[config.mk]
export PLATFORM = sky130hd
export DESIGN_NAME = mem_port_arbiter
export DESIGN_NICKNAME = d
export VERILOG_FILES = /design/src/rtl/mem_pkg.sv /design/src/rtl/arb_latency_counter.sv /design/src/rtl/mem_port_arbiter.sv
export SDC_FILE = /design/constraint.sdc
export NUM_CORES = 1
export LEC_CHECK = 0
export ABC_CLOCK_PERIOD_IN_PS = 3400
export CAP_MARGIN = 20
export CELL_PAD_IN_SITES_DETAIL_PLACEMENT = 0
export CELL_PAD_IN_SITES_GLOBAL_PLACEMENT = 1
export CORE_MARGIN = 4
export CORE_UTILIZATION = 32
export CTS_BUF_LIST = sky130_fd_sc_hd__clkbuf_4
export DETAILED_ROUTE_END_ITERATION = 10
export PLACE_DENSITY_LB_ADDON = 0.1
export SYNTH_ARGS = -nofsm -noshare
export SYNTH_HDL_FRONTEND = slang
export SYNTH_SLANG_ARGS = --single-unit
[constraint.sdc]
create_clock -name clk -period 3.4 [get_ports clk]
set_input_delay 1.02 -clock clk [delete_from_list [all_inputs] [get_ports clk]]
set_output_delay 1.02 -clock clk [all_outputs]
set_load 0.05 [all_outputs]
[src/rtl/mem_pkg.sv]
`default_nettype none
// ============================================================================
// mem_pkg : shared types for the memory-port arbiter and its helpers
// Rev 1.0 : initial release
// ============================================================================
package mem_pkg;

  localparam int WORD_W = 32;

  typedef enum logic [1:0] {
    IDLE  = 2'd0,
    GRANT = 2'd1,
    BUSY  = 2'd2,
    DONE  = 2'd3
  } state_e;

  typedef enum logic [1:0] {
    OWN_NONE = 2'd0,
    OWN_I    = 2'd1,
    OWN_D    = 2'd2
  } owner_e;

endpackage
`default_nettype wire

[src/rtl/arb_latency_counter.sv]
`default_nettype none
// ============================================================================
// arb_latency_counter : loadable down-counter with zero flag
// Rev 1.0 : initial release
// ============================================================================
module arb_latency_counter #(
  parameter int WIDTH = 3
) (
  input  logic             clk,
  input  logic             reset,
  input  logic             load,
  input  logic [WIDTH-1:0] load_val,
  input  logic             dec,
  output logic             zero
);

  logic [WIDTH-1:0] count_q;
  logic [WIDTH-1:0] count_d;

  // Load has priority; decrement saturates at zero.
  always_comb begin
    count_d = count_q;
    if (load) begin
      count_d = load_val;
    end else if (dec && (count_q != '0)) begin
      count_d = count_q - WIDTH'(1);
    end
  end

  always_ff @(posedge clk) begin
    if (reset) begin
      count_q <= '0;
    end else begin
      count_q <= count_d;
    end
  end

  assign zero = (count_q == '0);

endmodule
`default_nettype wire

[src/rtl/mem_port_arbiter.sv]
`default_nettype none
// ============================================================================
// mem_port_arbiter : serialises IF-stage fetches and MEM-stage loads/stores
//                    onto one fixed-latency memory port, data-first with a
//                    starvation guard for fetches.
// Rev 1.0 : initial release
// ============================================================================
module mem_port_arbiter
  import mem_pkg::*;
#(
  parameter int MEM_LATENCY  = 4,
  parameter int STARVE_LIMIT = 4
) (
  input  logic              clk,
  input  logic              reset,
  input  logic              i_req,
  input  logic [WORD_W-1:0] i_addr,
  output logic [WORD_W-1:0] i_rdata,
  output logic              i_done,
  input  logic              d_req,
  input  logic              d_we,
  input  logic [WORD_W-1:0] d_addr,
  input  logic [WORD_W-1:0] d_wdata,
  output logic [WORD_W-1:0] d_rdata,
  output logic              d_done,
  output logic              busy,
  output logic [WORD_W-1:0] mem_addr,
  output logic [WORD_W-1:0] mem_w_data,
  input  logic [WORD_W-1:0] mem_r_data,
  output logic              mem_w_enable,
  output logic              mem_r_enable
);

  localparam int CNT_W    = $clog2(MEM_LATENCY) + 1;
  localparam int STREAK_W = $clog2(STARVE_LIMIT + 1);
  localparam logic [CNT_W-1:0]    CNT_LOAD   = CNT_W'(MEM_LATENCY - 1);
  localparam logic [STREAK_W-1:0] STREAK_MAX = STREAK_W'(STARVE_LIMIT);

  state_e              state_q, state_d;
  owner_e              owner_q, owner_d;
  logic [WORD_W-1:0]   addr_q, addr_d;
  logic                we_q, we_d;
  logic [WORD_W-1:0]   wdata_q, wdata_d;
  logic [STREAK_W-1:0] streak_q, streak_d;
  logic [WORD_W-1:0]   i_rdata_q, i_rdata_d;
  logic [WORD_W-1:0]   d_rdata_q, d_rdata_d;

  logic cnt_load;
  logic cnt_dec;
  logic cnt_zero;

  // The counter is loaded as the grant is taken, so GRANT is already the
  // first latency cycle and a latency of 1 goes GRANT -> DONE directly.
  arb_latency_counter #(
    .WIDTH (CNT_W)
  ) u_lat_cnt (
    .clk      (clk),
    .reset    (reset),
    .load     (cnt_load),
    .load_val (CNT_LOAD),
    .dec      (cnt_dec),
    .zero     (cnt_zero)
  );

  always_ff @(posedge clk) begin
    if (reset) begin
      state_q   <= IDLE;
      owner_q   <= OWN_NONE;
      addr_q    <= '0;
      we_q      <= 1'b0;
      wdata_q   <= '0;
      streak_q  <= '0;
      i_rdata_q <= '0;
      d_rdata_q <= '0;
    end else begin
      state_q   <= state_d;
      owner_q   <= owner_d;
      addr_q    <= addr_d;
      we_q      <= we_d;
      wdata_q   <= wdata_d;
      streak_q  <= streak_d;
      i_rdata_q <= i_rdata_d;
      d_rdata_q <= d_rdata_d;
    end
  end

  always_comb begin
    state_d   = state_q;
    owner_d   = owner_q;
    addr_d    = addr_q;
    we_d      = we_q;
    wdata_d   = wdata_q;
    streak_d  = streak_q;
    i_rdata_d = i_rdata_q;
    d_rdata_d = d_rdata_q;
    cnt_load  = 1'b0;
    cnt_dec   = 1'b0;

    unique case (state_q)
      IDLE: begin
        if (!i_req) begin
          streak_d = '0;
        end
        if (d_req && i_req && (streak_q == STREAK_MAX)) begin
          owner_d  = OWN_I;
          addr_d   = i_addr;
          we_d     = 1'b0;
          wdata_d  = '0;
          streak_d = '0;
          cnt_load = 1'b1;
          state_d  = GRANT;
        end else if (d_req) begin
          owner_d  = OWN_D;
          addr_d   = d_addr;
          we_d     = d_we;
          wdata_d  = d_wdata;
          cnt_load = 1'b1;
          state_d  = GRANT;
          if (i_req && (streak_q != STREAK_MAX)) begin
            streak_d = streak_q + STREAK_W'(1);
          end
        end else if (i_req) begin
          owner_d  = OWN_I;
          addr_d   = i_addr;
          we_d     = 1'b0;
          wdata_d  = '0;
          streak_d = '0;
          cnt_load = 1'b1;
          state_d  = GRANT;
        end
      end
      GRANT, BUSY: begin
        cnt_dec = 1'b1;
        if (cnt_zero) begin
          if (owner_q == OWN_I) begin
            i_rdata_d = mem_r_data;
          end else if ((owner_q == OWN_D) && !we_q) begin
            d_rdata_d = mem_r_data;
          end
          state_d = DONE;
        end else begin
          state_d = BUSY;
        end
      end
      DONE: begin
        owner_d = OWN_NONE;
        state_d = IDLE;
      end
      default: begin
        state_d = IDLE;
      end
    endcase
  end

  always_comb begin
    mem_w_enable = 1'b0;
    mem_r_enable = 1'b0;
    i_done       = 1'b0;
    d_done       = 1'b0;
    busy         = 1'b0;
    unique case (state_q)
      GRANT, BUSY: begin
        busy         = 1'b1;
        mem_w_enable = we_q;
        mem_r_enable = !we_q;
      end
      DONE: begin
        busy   = 1'b1;
        i_done = (owner_q == OWN_I);
        d_done = (owner_q == OWN_D);
      end
      default: begin
      end
    endcase
  end

  assign mem_addr   = addr_q;
  assign mem_w_data = wdata_q;
  assign i_rdata    = i_rdata_q;
  assign d_rdata    = d_rdata_q;

endmodule
`default_nettype wire

==> results of run 1 <==
worst min path at each step:
| stage | depth (start not counted) | from | slack, ns | endpoint |
|---|---|---|---|---|
| 2_1_floorplan | 2 | state_q[0] | 0.45 | state_q[0] |
| 3_3_place_gp | 1 | mem_w_data[2] | 0.45 | mem_w_data[2] |
| 3_5_place_dp | 1 | mem_w_data[9] | 0.46 | mem_w_data[9] |
| 4_1_cts | 2 | i_rdata[5] | 0.49 | i_rdata[5] |
| 5_1_grt | 1 | mem_w_data[2] | 0.50 | mem_w_data[2] |
| 6_report | 2 | d_rdata[8] | 0.48 | d_rdata[8] |
layer usage:
layer	up-vias	GRT usage (%)	wire, um
met4	0	4.69	206
met3	16	7.92	2020
li1	2777	-	-
met1	2718	26.4	8880
met5	-	0	0
met2	251	32.1	9470
power groups by stage:
stage	registers [W]	logic, W	clock network (W)
detailed placement	0.00221	0.00363	0
CTS	0.00218	0.00364	0.00149
global placement	0.00219	0.00359	0
finish	0.00218	0.00362	0.00145
global route	0.00222	0.00385	0.00156
floorplan	0.00315	0.00140	0
logic make-up after synthesis:
logic type	Yosys count	synth area share [%]
AO/OA/AOI/OAI	241	26.8
AND/OR/NAND/NOR	158	14.5
flip-flops	139	50.2
buffers and inverters	79	6.46
adder cells (fa/ha/maj)	6	1.35
XOR/XNOR	2	0.316
multiplexers	2	0.361
stage by stage:
stage / hold slack [ns] / setup WS, ns
6_report: 0.484 / 0.277
5_1_grt: 0.502 / 0.113
3_3_place_gp: 0.455 / 0.677
2_1_floorplan: 0.449 / 0.699
4_1_cts: 0.488 / 0.0604
3_5_place_dp: 0.460 / 0.637
cell usage in the layout, fill, tap and decap left out, types with 6 or more instances in the layout:
master             n
clkdlybuf4s50_1  261
dfxtp_1          139
nand3_1           99
o21ai_0           89
a21oi_1           68
nor2_1            36
a311oi_1          32
clkbuf_4          21
buf_4             20
a22o_1            17
a22o_2            16
o21ai_1           12
inv_1              8
bufinv_16          7
ha_1               6
what timing repair did:
action / CTS / global route
buffers inserted: 0 / 0
setup endpoints to repair: 0 / 1
gates resized for setup: 0 / 1
sequential cells by signal (all words and copies together) (netlist names):
signal,count
u_lat_cnt.count_q,3
state_q,2
streak_q,3
i_rdata,32
mem_addr,32
mem_w_data,32
d_rdata,32
we_q,1
owner_q,2
critical path: stages (launching register included):
cell and delay (ns):
dfxtp_1 0.38, ha_1 0.22, and3b_1 0.18, clkdlybuf4s50_1 0.81
final cells by class:
type	count	area [um2]	area share [%]
diodes	2	5.00	0.0572
clock buffers	21	158	1.80
clock inverters	11	241	2.76
inverters	10	37.5	0.429
multi-input cells	409	2420	27.7
flip-flops and latches	139	2780	31.8
well taps	220	275	3.14
repair buffers	285	2840	32.4
==> metrics.yaml, run 1 <==
core_area_um2: 16800
p_clk_share_pct: 20.0
synth_edf_count: 0
yosys.area.top_type: "dfxtp_1"
leakage_nw: 3.07
status: "finished, final reports clean"
pwr-share-seq_pct: 30.0
clkSlewWorstSetupHoldPaths_ns: 0.11
maxSlewHeadroom_pct: 49.6
gp_congestion: 0.899
fin_crit_sh_pct: 91.9
synth.distinct_cells: 38
netlist_top_cells_area: "dfxtp_1 50%, nand3_1 8.9%, o21ai_0 8.0%"
die_y_um: 140
drcViolationCount: 0
routedWlPerCell_um: 18.8
placed_area_um2: 8350
ant_nets: 0
drive_gt1_share_pct: 9.14
fin_area_um2: 8760
crit_type: "register to output pin"
p_per_area_nw_per_um2: 827
cts_tree: "yes"
ys_ff_latch: 139
numPlacedInstances: 1063
tightest_slew_ns: 0.756
cp_data_required_time_ns: 2.38
clk_latency_ns: 0.53
synth.most_common_cell: "dfxtp_1"
die_area_um2: 19500
vdd_ir_drop_max_uv: 473
clock_path_buffers: 2
row_count: 47
rsz0062_at_grt: "false"
finalNonFillerCells: 1097
nNetsFinal: 1001
setup_violations: 0
worstRegToRegCells: 5
fin_setup_tns_ns: 0
grt_pass1_vias: 5636
synthTopCellsByCount: "139 x dfxtp_1, 99 x nand3_1, 89 x o21ai_0"
r2r-start: "state_q[0]"
initialDrtViolationCount: 282
hold_path.class: "register to register"
grt_max_degree: 49
p_sw_w: 0.00327
cts_buffers: 17
hold_buffers: 0
crit_path_start: "state_q[0]"
avgSynthCellArea_um2: 8.84
p_sw_share_pct: 45.2
ios: 266
p_int_w: 0.00397
cts_htree_levels: 4
grt_overflow: 0
via_per_inst: 5.25
end_kind: "output pin"
start_util_pct: 33.1
final_util_pct: 52.2
cp.arrival_ns: 2.10
clkSinkCount: 139
grt_pass1_wl_um: 31900
post-route-min-period_ns: 3.12
fmax_mhz: 320
hpwl_um: 14300
clock_tree.root_cell: "clkbuf_4"
cap_violations: 0
die_w_um: 140
fill_cells: 1559
drt-total-wl_um: 20600
area_growth_pct: 58.0
startpoint_type: "register"
synth_warnings: 0
rrSetupSlack_ns: 1.21
io_buffers: 265
hold_viol: 0
grt_usage_pct: 20.3
crit_fanout: 4
synthArstFlopShare_pct: 0
drv_slew: 0
vias: 5762
skew_ns: 0.0184
antenna_found_initial: 1
synthFlopType: "dfxtp_1"
first_pass_iters: 5
r2r-end: "d_rdata[3]"
crit_end: "i_done"
total_power_w: 0.00725
synth_seq_area_share_pct: 50.2
comb_power_share_pct: 50.0
syn_area_um2: 5540
synthCells: 627
yosys.area.top_type_share_pct: 50.2
syn-num-nets: 766
(Power assumes the default switching activity.)
==> run 2, diff against run 1 <==
--- a/config.mk
+++ b/config.mk
@@ -7,13 +7,11 @@
 export LEC_CHECK = 0
 export ABC_CLOCK_PERIOD_IN_PS = 3400
 export CAP_MARGIN = 20
-export CELL_PAD_IN_SITES_DETAIL_PLACEMENT = 0
-export CELL_PAD_IN_SITES_GLOBAL_PLACEMENT = 1
 export CORE_MARGIN = 4
-export CORE_UTILIZATION = 32
-export CTS_BUF_LIST = sky130_fd_sc_hd__clkbuf_4
+export CORE_UTILIZATION = 40
 export DETAILED_ROUTE_END_ITERATION = 10
-export PLACE_DENSITY_LB_ADDON = 0.1
+export PLACE_DENSITY = 0.78
 export SYNTH_ARGS = -nofsm -noshare
 export SYNTH_HDL_FRONTEND = slang
+export SYNTH_HIERARCHICAL = 1
 export SYNTH_SLANG_ARGS = --single-unit
==> run 2 against run 1 <==
  * Utilization grew 11 points
  * Combinational power shrank 6.9%
  * Largest cell class unchanged
  * Non-clock buffer count shrank 5
  * Synthesized cell count grew 12%
  * Cell count grew 2.6%
  * Critical path depth is the same
==> metrics.yaml, run 2 <==
first_pass_iters: 4
numPlacedInstances: 1093
setup_violations: 0
fin_crit_sh_pct: 88.4
comb_power_share_pct: 44.7
drcViolationCount: 0
nNetsFinal: 1068
clkSinkCount: 139
fmax_mhz: 333
cap_violations: 0
min_to: "i_rdata[20]"
use_met1_pct: 25.7
clock_path_buffers: 2
crit_fanout: 3
netlist_top_cells_area: "dfxtp_1 47%, a21oi_1 8.8%, a311oi_2 7.4%"
die_y_um: 129
post-route-min-period_ns: 3.01
ys_ff_latch: 139
hold_viol: 0
yosys.area.top_type: "dfxtp_1"
die_area_um2: 16700
end_kind: "output pin"
fin_ws_ns: 0.393
crit_type: "register to output pin"
drv_slew: 0
critical_path.cell_chain: "ha_1 -> and3b_1 -> clkdlybuf4s50_1"
r2r-start: "state_q[1]"
worst_path_max_delay_cell: "clkdlybuf4s50_1"
grt-busiest-layer: "met2"
vdd_ir_drop_max_uv: 429
grt_overflow: 0
hold_path.class: "register to register"
min_path_cells: 2
grt_max_degree: 67
skew_ns: 0.00961
synthCells: 700
clock_tree.root_cell: "clkbuf_16"
synth_warnings: 6
worstRegToRegCells: 6
fin_setup_tns_ns: 0
drt-total-wl_um: 18500
most-common-layout-cells: "261 x clkdlybuf4s50_1, 139 x dfxtp_1, 103 x nand2_1, 103 x a21oi_1, 66 x nand3_1"
clkSlewWorstSetupHoldPaths_ns: 0.06
p_sw_share_pct: 41.8
final_common_cell: "clkdlybuf4s50_1"
cts_htree_levels: 4
grt_usage_pct: 21.4
grt_pass1_vias: 5656
cp_data_required_time_ns: 2.38
leakage_nw: 3.21
syn_area_um2: 5880
p_per_area_nw_per_um2: 819
initialDrtViolationCount: 347
synthTopCellsByCount: "139 x dfxtp_1, 103 x a21oi_1, 103 x nand2_1"
rrSetupSlack_ns: 1.27
synth_edf_count: 0
hpwl_um: 12500
vias: 6033
p_int_w: 0.00439
die_w_um: 129
tightest_slew_ns: 1.01
rsz0062_at_grt: "false"
r2r-end: "i_rdata[30]"
synthFlopType: "dfxtp_1"
synth.distinct_cells: 41
finalNonFillerCells: 1125
synthArstFlopShare_pct: 0
p_clk_share_pct: 26.9
slowest_delay_ns: 0.85
placed_area_um2: 8560
cts_tree: "yes"
status: "finished, final reports clean"
globalRouteMet2Util_pct: 35.2
total_power_w: 0.00754
area_growth_pct: 56.7
io_buffers: 265
fin_area_um2: 9210
hold_buffers: 0
cp.arrival_ns: 1.99
row_count: 44
synth.most_common_cell: "dfxtp_1"
routedWlPerCell_um: 16.5
antenna_found_initial: 0
clk_latency_ns: 0.42
synth_seq_area_share_pct: 47.3
use_met3_pct: 7.67
p_sw_w: 0.00315
yosys.area.top_type_share_pct: 47.3
via_per_inst: 5.36
core_area_um2: 14500
startpoint_type: "register"
gp_congestion: 0.820
drive_gt1_share_pct: 9.14
start_util_pct: 40.6
cp_num_buf_inv: 1
maxSlewHeadroom_pct: 32.4
cts_buffers: 17
antenna_cells: 0
worst_path_dominant_cell_family: "buffers and inverters"
min-delay-start: "i_rdata[20]"
dpl_worst_slack_ns: 0.472
avgSynthCellArea_um2: 8.40
pwr-share-seq_pct: 28.5
ant_nets: 0
grt_pass1_wl_um: 28800
ios: 266
==> run 2: power by group through the flow <==
stage | sequential (W) | clock, W | combinational (W)
global placement | 0.00217 | 0 | 0.00336
finish | 0.00215 | 0.00203 | 0.00337
detailed placement | 0.00218 | 0 | 0.00338
global route | 0.00219 | 0.00214 | 0.00359
CTS | 0.00215 | 0.00206 | 0.00339
floorplan | 0.00319 | 0 | 0.00132
==> run 2: per-stage QoR <==
step	hold WS [ns]	utilization [%]
after floorplan	0.449	-
after global placement	0.441	59.1
after detailed placement	0.446	59.1
after CTS	0.454	63.6
after global routing	0.467	63.6
final	0.451	63.6
==> run 2: cells by family after synthesis <==
group | after synthesis | share of synthesized area (%)
AND/OR/NAND/NOR | 256 | 20.8
AO/OA/AOI/OAI | 210 | 23.5
flip-flops | 139 | 47.3
buffers and inverters | 85 | 6.66
adder cells (fa/ha/maj) | 7 | 1.49
other | 2 | 0.128
XOR/XNOR | 1 | 0.149
==> run 2: layout make-up <==
class	count	area [um2]
Timing Repair Buffer	280	2790
Clock buffer	18	439
Fill cell	1239	5270
Tap cell	184	230
Clock inverter	14	209
Sequential cell	139	2780
Multi-Input combinational cell	477	2710
Inverter	13	48.8
==> run 2: what timing repair did <==
item | 4_1_cts | 5_1_grt
resized for setup | 0 | 2
endpoints found under the setup margin | 0 | 2
setup buffers | 0 | 0
==> run 2: how the worst max path moves through the flow <==
stage | slack (ns) | start | cells past startpoint | to
finish | 0.39 | state_q[1] | 3 | d_done
global route | 0.27 | state_q[1] | 4 | mem_r_enable
CTS | 0.01 | state_q[1] | 4 | mem_r_enable
detailed placement | 0.47 | state_q[1] | 4 | mem_r_enable
global placement | 0.51 | state_q[1] | 4 | mem_r_enable
floorplan | 0.76 | state_q[1] | 4 | mem_r_enable
==> run 2: routing by layer <==
layer  vias to the layer above  wire length, um
met5                         -                0
met4                         0              384
met3                        30             1790
met2                       233             8790
met1                      2837             7540
li1                       2933                -
==> run 2: tightest hold or removal path, cell delays in order, from the launching register on <==
cell and delay [ns]:
dfxtp_1 0.30, nand2_1 0.05, a21oi_1 0.05
